<file path="config.mk">
export PLATFORM = sky130hd
export DESIGN_NAME = uart_loader
export DESIGN_NICKNAME = d
export VERILOG_FILES = /design/src/rtl/uart_loader.sv
export SDC_FILE = /design/constraint.sdc
export NUM_CORES = 1
export LEC_CHECK = 0
export ABC_AREA = 1
export BUFFER_PORTS_ARGS = -buffer_cell sky130_fd_sc_hd__clkbuf_2
export CAP_MARGIN = 0
export CORE_ASPECT_RATIO = 0.8
export CORE_MARGIN = 2
export CORE_UTILIZATION = 50
export DETAILED_ROUTE_END_ITERATION = 7
export PLACE_DENSITY = 0.79
export SLEW_MARGIN = 20
export SYNTH_ARGS = -nofsm -noshare
export SYNTH_HDL_FRONTEND = slang
export SYNTH_SLANG_ARGS = --single-unit
</file>
<file path="constraint.sdc">
create_clock -name clk -period 4 [get_ports clk]
set_input_delay 0.8 -clock clk [delete_from_list [all_inputs] [get_ports clk]]
set_output_delay 0.8 -clock clk [all_outputs]
set_load 0.01 [all_outputs]
</file>
<file path="src/rtl/uart_loader.sv">
// 8N1 serial bootloader: sync A5, 16-bit word count, little-endian words written to instruction memory.
// Writes hold until mem_ready; a byte arriving mid-write aborts. Checksum byte when UART_LOADER_CKSUM_EN is defined.
module uart_loader #(
   parameter int unsigned CLKS_PER_BIT = 434,
   parameter logic [31:0] BASE_ADDR    = 32'h0000_0000
) (
   input  logic        clk,
   input  logic        rst,
   input  logic        s_in,
   output logic        mem_wr_en,
   output logic [31:0] mem_addr,
   output logic [31:0] mem_wdata,
   input  logic        mem_ready,
   output logic        busy,
   output logic        done,
   output logic        err
);
   localparam int unsigned   CW      = $clog2(CLKS_PER_BIT + 1);
   localparam logic [CW-1:0] HALF_M1 = CW'(CLKS_PER_BIT / 2 - 1);
   localparam logic [CW-1:0] FULL_M1 = CW'(CLKS_PER_BIT - 1);
   localparam logic [7:0]    SYNC    = 8'hA5;

   typedef enum logic [1:0] {RX_IDLE, RX_START, RX_DATA, RX_STOP} rx_state_t;

   rx_state_t     rx_state;
   logic          s_meta, s_sync, s_prev;
   logic [CW-1:0] rx_cnt;
   logic [2:0]    rx_bit;
   logic [7:0]    rx_shift;
   logic          byte_stb, frame_err;

   // rx_shift stays valid during byte_stb: the next frame cannot shift in before a full bit time
   always_ff @(posedge clk) begin
      if (!rst) begin
         s_meta    <= 1'b1;
         s_sync    <= 1'b1;
         s_prev    <= 1'b1;
         rx_state  <= RX_IDLE;
         rx_cnt    <= '0;
         rx_bit    <= '0;
         rx_shift  <= '0;
         byte_stb  <= 1'b0;
         frame_err <= 1'b0;
      end else begin
         s_meta    <= s_in;
         s_sync    <= s_meta;
         s_prev    <= s_sync;
         byte_stb  <= 1'b0;
         frame_err <= 1'b0;
         case (rx_state)
            RX_IDLE: begin
               if (s_prev && !s_sync) begin
                  rx_state <= RX_START;
                  rx_cnt   <= '0;
               end
            end
            RX_START: begin
               if (rx_cnt == HALF_M1) begin
                  rx_cnt   <= '0;
                  rx_bit   <= '0;
                  rx_state <= s_sync ? RX_IDLE : RX_DATA;
               end else begin
                  rx_cnt <= rx_cnt + 1'b1;
               end
            end
            RX_DATA: begin
               if (rx_cnt == FULL_M1) begin
                  rx_cnt   <= '0;
                  rx_shift <= {s_sync, rx_shift[7:1]};
                  rx_bit   <= rx_bit + 1'b1;
                  if (rx_bit == 3'd7) rx_state <= RX_STOP;
               end else begin
                  rx_cnt <= rx_cnt + 1'b1;
               end
            end
            RX_STOP: begin
               if (rx_cnt == FULL_M1) begin
                  rx_cnt   <= '0;
                  rx_state <= RX_IDLE;
                  if (s_sync) byte_stb  <= 1'b1;
                  else        frame_err <= 1'b1;
               end else begin
                  rx_cnt <= rx_cnt + 1'b1;
               end
            end
            default: rx_state <= RX_IDLE;
         endcase
      end
   end

   typedef enum logic [2:0] {IDLE, LEN0, LEN1, DATA, WRITE,
`ifdef UART_LOADER_CKSUM_EN
      CKSUM,
`endif
      DONE, ERR} state_t;

`ifdef UART_LOADER_CKSUM_EN
   localparam state_t END_ST = CKSUM;
`else
   localparam state_t END_ST = DONE;
`endif

   state_t      state;
   logic [15:0] len, idx;
   logic [1:0]  byte_cnt;
   logic [23:0] word_lo;
   logic [7:0]  cksum;

   always_ff @(posedge clk) begin
      if (!rst) begin
         state     <= IDLE;
         len       <= '0;
         idx       <= '0;
         byte_cnt  <= '0;
         word_lo   <= '0;
         cksum     <= '0;
         mem_wr_en <= 1'b0;
         mem_addr  <= '0;
         mem_wdata <= '0;
         busy      <= 1'b0;
         done      <= 1'b0;
         err       <= 1'b0;
      end else begin
         case (state)
            IDLE: begin
               if (byte_stb && rx_shift == SYNC) begin
                  state    <= LEN0;
                  done     <= 1'b0;
                  err      <= 1'b0;
                  busy     <= 1'b1;
                  idx      <= '0;
                  byte_cnt <= '0;
                  cksum    <= '0;
               end
            end
            LEN0: begin
               if (frame_err) state <= ERR;
               else if (byte_stb) begin
                  len[7:0] <= rx_shift;
                  state    <= LEN1;
               end
            end
            LEN1: begin
               if (frame_err) state <= ERR;
               else if (byte_stb) begin
                  len[15:8] <= rx_shift;
                  state     <= ({rx_shift, len[7:0]} == 16'd0) ? END_ST : DATA;
               end
            end
            DATA: begin
               if (frame_err) state <= ERR;
               else if (byte_stb) begin
                  cksum    <= cksum ^ rx_shift;
                  byte_cnt <= byte_cnt + 1'b1;
                  if (byte_cnt == 2'd3) begin
                     state     <= WRITE;
                     mem_wr_en <= 1'b1;
                     mem_addr  <= BASE_ADDR + {14'd0, idx, 2'b00};
                     mem_wdata <= {rx_shift, word_lo};
                  end else begin
                     word_lo[{byte_cnt, 3'b000} +: 8] <= rx_shift;
                  end
               end
            end
            WRITE: begin
               // any byte finishing here means the sender outran the memory
               if (frame_err || byte_stb) begin
                  mem_wr_en <= 1'b0;
                  state     <= ERR;
               end else if (mem_ready) begin
                  mem_wr_en <= 1'b0;
                  idx       <= idx + 16'd1;
                  state     <= (idx == len - 16'd1) ? END_ST : DATA;
               end
            end
`ifdef UART_LOADER_CKSUM_EN
            CKSUM: begin
               if (frame_err) state <= ERR;
               else if (byte_stb) state <= (rx_shift == cksum) ? DONE : ERR;
            end
`endif
            DONE: begin
               done  <= 1'b1;
               busy  <= 1'b0;
               state <= IDLE;
            end
            ERR: begin
               err       <= 1'b1;
               busy      <= 1'b0;
               mem_wr_en <= 1'b0;
               state     <= IDLE;
            end
            default: state <= IDLE;
         endcase
      end
   end

endmodule

</file>
==> summary.md <==
| Metric | Value |
|---|---|
| CTS Sinks | `140` |
| Synth Warn # | `0` |
| Biggest area consumer among synthesized cells | `dfxtp_1` |
| Post-CTS Setup Bufs | `0` |
| CP most frequent cell | `inv_2` |
| N_diodes | `0` |
| Lkg Pwr | `0.003024 uW` |
| Area share of fa/ha/maj cells after synthesis | `0.02304` |
| Die ar. | `13,970 um^2` |
| Worst Setup Start Kind | `register` |
| Number of antenna violations at the first check in global routing | `0` |
| Area growth syn-to-layout | `13.15%` |
| Io pins | `72` |
| Crit path cell chain | `inv_2 > nand2_1 > nor2_2 > nand3_2 > inv_2 > buf_4 > o21ai_0 > a21oi_1` |
| Fmax | `0.3902 GHz` |
| Status | `completed` |
| Nets | `941` |
| Skew-Pair Late Insertion Delay | `0.42 ns` |
| DR vias | `5,801` |
| Clock-pin transition on the worst setup and hold timing paths | `0.06 ns` |
| PD cells | `408.7 nW/um^2` |
| Required @ worst endpoint | `4.35 ns` |
| Routed WL per cell | `13.34 um` |
| Compound-Gate Fraction of Synth Area | `0.1978` |
| Routed vias/inst | `5.212` |
| Initial DRC count | `398` |
| Top delay family on crit path | `buffers and inverters` |
| VDD IR max | `0.3296 mV` |
| Die width | `131.6 um` |
| CTS resizes | `0` |
| Largest net degree at the start of global routing | `101` |
| Layout cells sized above 1 | `0.1333` |
| Filler cell count | `1,183` |
| Gate Count Post-Synth | `883` |
| Seq/Total Area, Yosys | `0.4301` |
| CTS tree | `yes` |
| Final setup violation count | `0` |
| H-tree Lvls | `4` |
| Largest family of logic cells by synthesized area | `simple AND/OR/NAND/NOR gates` |
| Total wire length | `14,850 um` |
| Critical path peak fanout | `62` |
| Post-route ant nets | `0` |
| DRC viols | `0` |
| TNS Setup | `0 ns` |
| CP bufs+invs | `3` |
| RD Place Congestion | `0.9063` |
| Worst slew margin | `0.3133` |
| Avg Cell Area, Syn | `7.380 um^2` |
| Longest Clk Path Bufs | `2` |
| Top cells by area, synth | `dfxtp_1 (43%), a21oi_1 (9.0%), o21ai_0 (8.4%), nand2_1 (6.8%), nor2_1 (5.9%)` |
| Post-synthesis instance area | `6516 um^2` |
| TritonCTS Buffers | `17` |
| Starting Density | `0.5100` |
| Worst-margin pin slew | `1.029 ns` |
| Hold Vio Cnt, Final | `0` |
| Core Rows | `37` |
| Final instance area | `7373 um^2` |
| Unrepaired setup endpoints after global routing | `no` |
| Buffers on Ports | `55` |
| Netlist cell types | `42` |
| Top-area cell type share of the netlist area | `0.4301` |
| Root buf cell | `clkbuf_16` |
| Vias in the first global route | `5,169` |
| Crit. End Element | `register` |
| Slowest stage delay, CP | `0.69 ns` |
| Maxcap violations | `0` |
| Hold Path Class | `register to register` |
| Multi-input gate area | `3132 um^2` |
| Min Tclk post-route | `2.563 ns` |
| GRT overflow | `0` |
| Yosys reg bits | `140` |
| Slew Viols, Final | `0` |
| Critical Path AT | `2.91 ns` |
| First-pass GRT wire length | `24,830 um` |
| Die height | `106.1 um` |
| Synth Area in XOR/XNOR | `0.02688` |
| Proportion of synthesized area in mux cells | `0` |
| GRT Total Usage | `0.2164` |
| Synth Area in Simple Gates | `0.2237` |
| Hpwl dp | `10,210 um` |
| Hold buffer count at CTS | `0` |
| Crit share post-route | `0.6408` |
| Core Region | `12,780 um^2` |
| Setup skew after layout | `0.008163 ns` |
| Slowest cell on the critical path | `inv_2` |
| Critical path class | `register to register` |
| DRT Pass-1 Iters | `7` |
| Placed cell areas | `6803 um^2` |
| Register Area | `2803 um^2` |
registers in the layout, indices dropped and copies added, names as in the netlist, 2 cells and up, named ones only:
register,cells
mem_wdata,32
byte_cnt,2
rx_cnt,9
rx_bit,3
idx,16
state,3
len,16
rx_shift,8
word_lo,24
mem_addr,16
final cells by class:
| cell class | count | area share |
|---|---|---|
| multi-input combinational | 616 | 0.4247 |
| sequential | 140 | 0.3801 |
| clock buffer | 21 | 0.06245 |
| inverter | 93 | 0.04870 |
| timing repair buffer | 57 | 0.03937 |
| tap | 175 | 0.02970 |
| clock inverter | 11 | 0.01493 |
Yosys cell counts:
library cell    n
nand2_1       118
and2_1          1
inv_1          84
nor2_1        102
clkbuf_2        1
o31ai_1         2
buf_2           9
a31oi_1         1
nand4_2         1
nor3_1         15
clkbuf_1       17
ha_1           12
nor2_4          7
nand2_2         1
xor2_1          6
o22ai_1         1
nor3_2          2
o21ai_1         3
a21oi_1       117
nand3b_1        6
or2_2           3
xnor2_1        14
nand3_1        36
inv_2           7
a311oi_1        1
nand3_2         1
a22oi_1         1
nand2_4         2
nand4_1         9
a21oi_2         1
and3_1          1
o21ai_0       109
o211ai_1        1
inv_8           1
o21bai_1        2
a211oi_1        9
buf_4          22
nor2_2         11
dfxtp_1       140
nor4_1          4
conb_1          1
inv_4           1
report_power, final:
part	switching [uW]	internal [uW]
Sequential	6.11	1400
Clock	622	895
Combinational	68.8	21.6
Total	697	2320
layout by cell type (no fill, tap or decap), types with 3 or more instances in the layout:
cell type   instances
dfxtp_1           140
nand2_1           118
a21oi_1           117
o21ai_0           109
nor2_1            102
inv_1              84
clkbuf_2           55
nand3_1            36
clkbuf_16          17
conb_1             16
nor3_1             15
xnor2_1            14
ha_1               12
nor2_2             11
nand4_1             9
a211oi_1            9
inv_2               7
nor2_4              7
xor2_1              6
nand3b_1            6
nor4_1              4
o21ai_1             3
or2_2               3
inv_6               3
clkinvlp_4          3
clkinv_4            3
cell families after synthesis:
kind of cell / after synthesis
AOI/OAI and AO/OA: 248
xor gates and xnor gates: 20
adders and majority gates: 12
buffers and inverters: 142
DFF: 140
other: 1
and+or+nand+nor: 320
per-stage QoR:
step	util	worst slack [ns]	std cells	hold slack, ns	total power [uW]
5_1_grt	0.5771	1.081	1113	0.4386	3107
3_3_place_gp	0.5324	1.630	1081	0.3940	1525
6_report	0.5771	1.437	1113	0.4213	3014
3_5_place_dp	0.5324	1.483	1081	0.4085	1525
4_1_cts	0.5771	1.458	1113	0.4231	3028
2_1_floorplan	-	2.327	898	0.3920	1518
per-layer routing:
layer,GRT usage,vias to the layer above,part of all wire
met5,0,-,0
met4,0.05202,0,0.010
met3,0.06295,20,0.052
met2,0.3381,154,0.44
met1,0.2961,2642,0.49
li1,-,2985,-
worst paths after layout:
check	cells after the start	end	from	slack (ns)
worst max register to register	8	mem_wdata[29]	state[2]	1.44
worst min register to register	1	s_sync	s_meta	0.42
worst max-delay path	8	mem_wdata[29]	state[2]	1.44
worst min-delay path	1	s_sync	s_meta	0.42
Power figures use the tool's default switching activity.
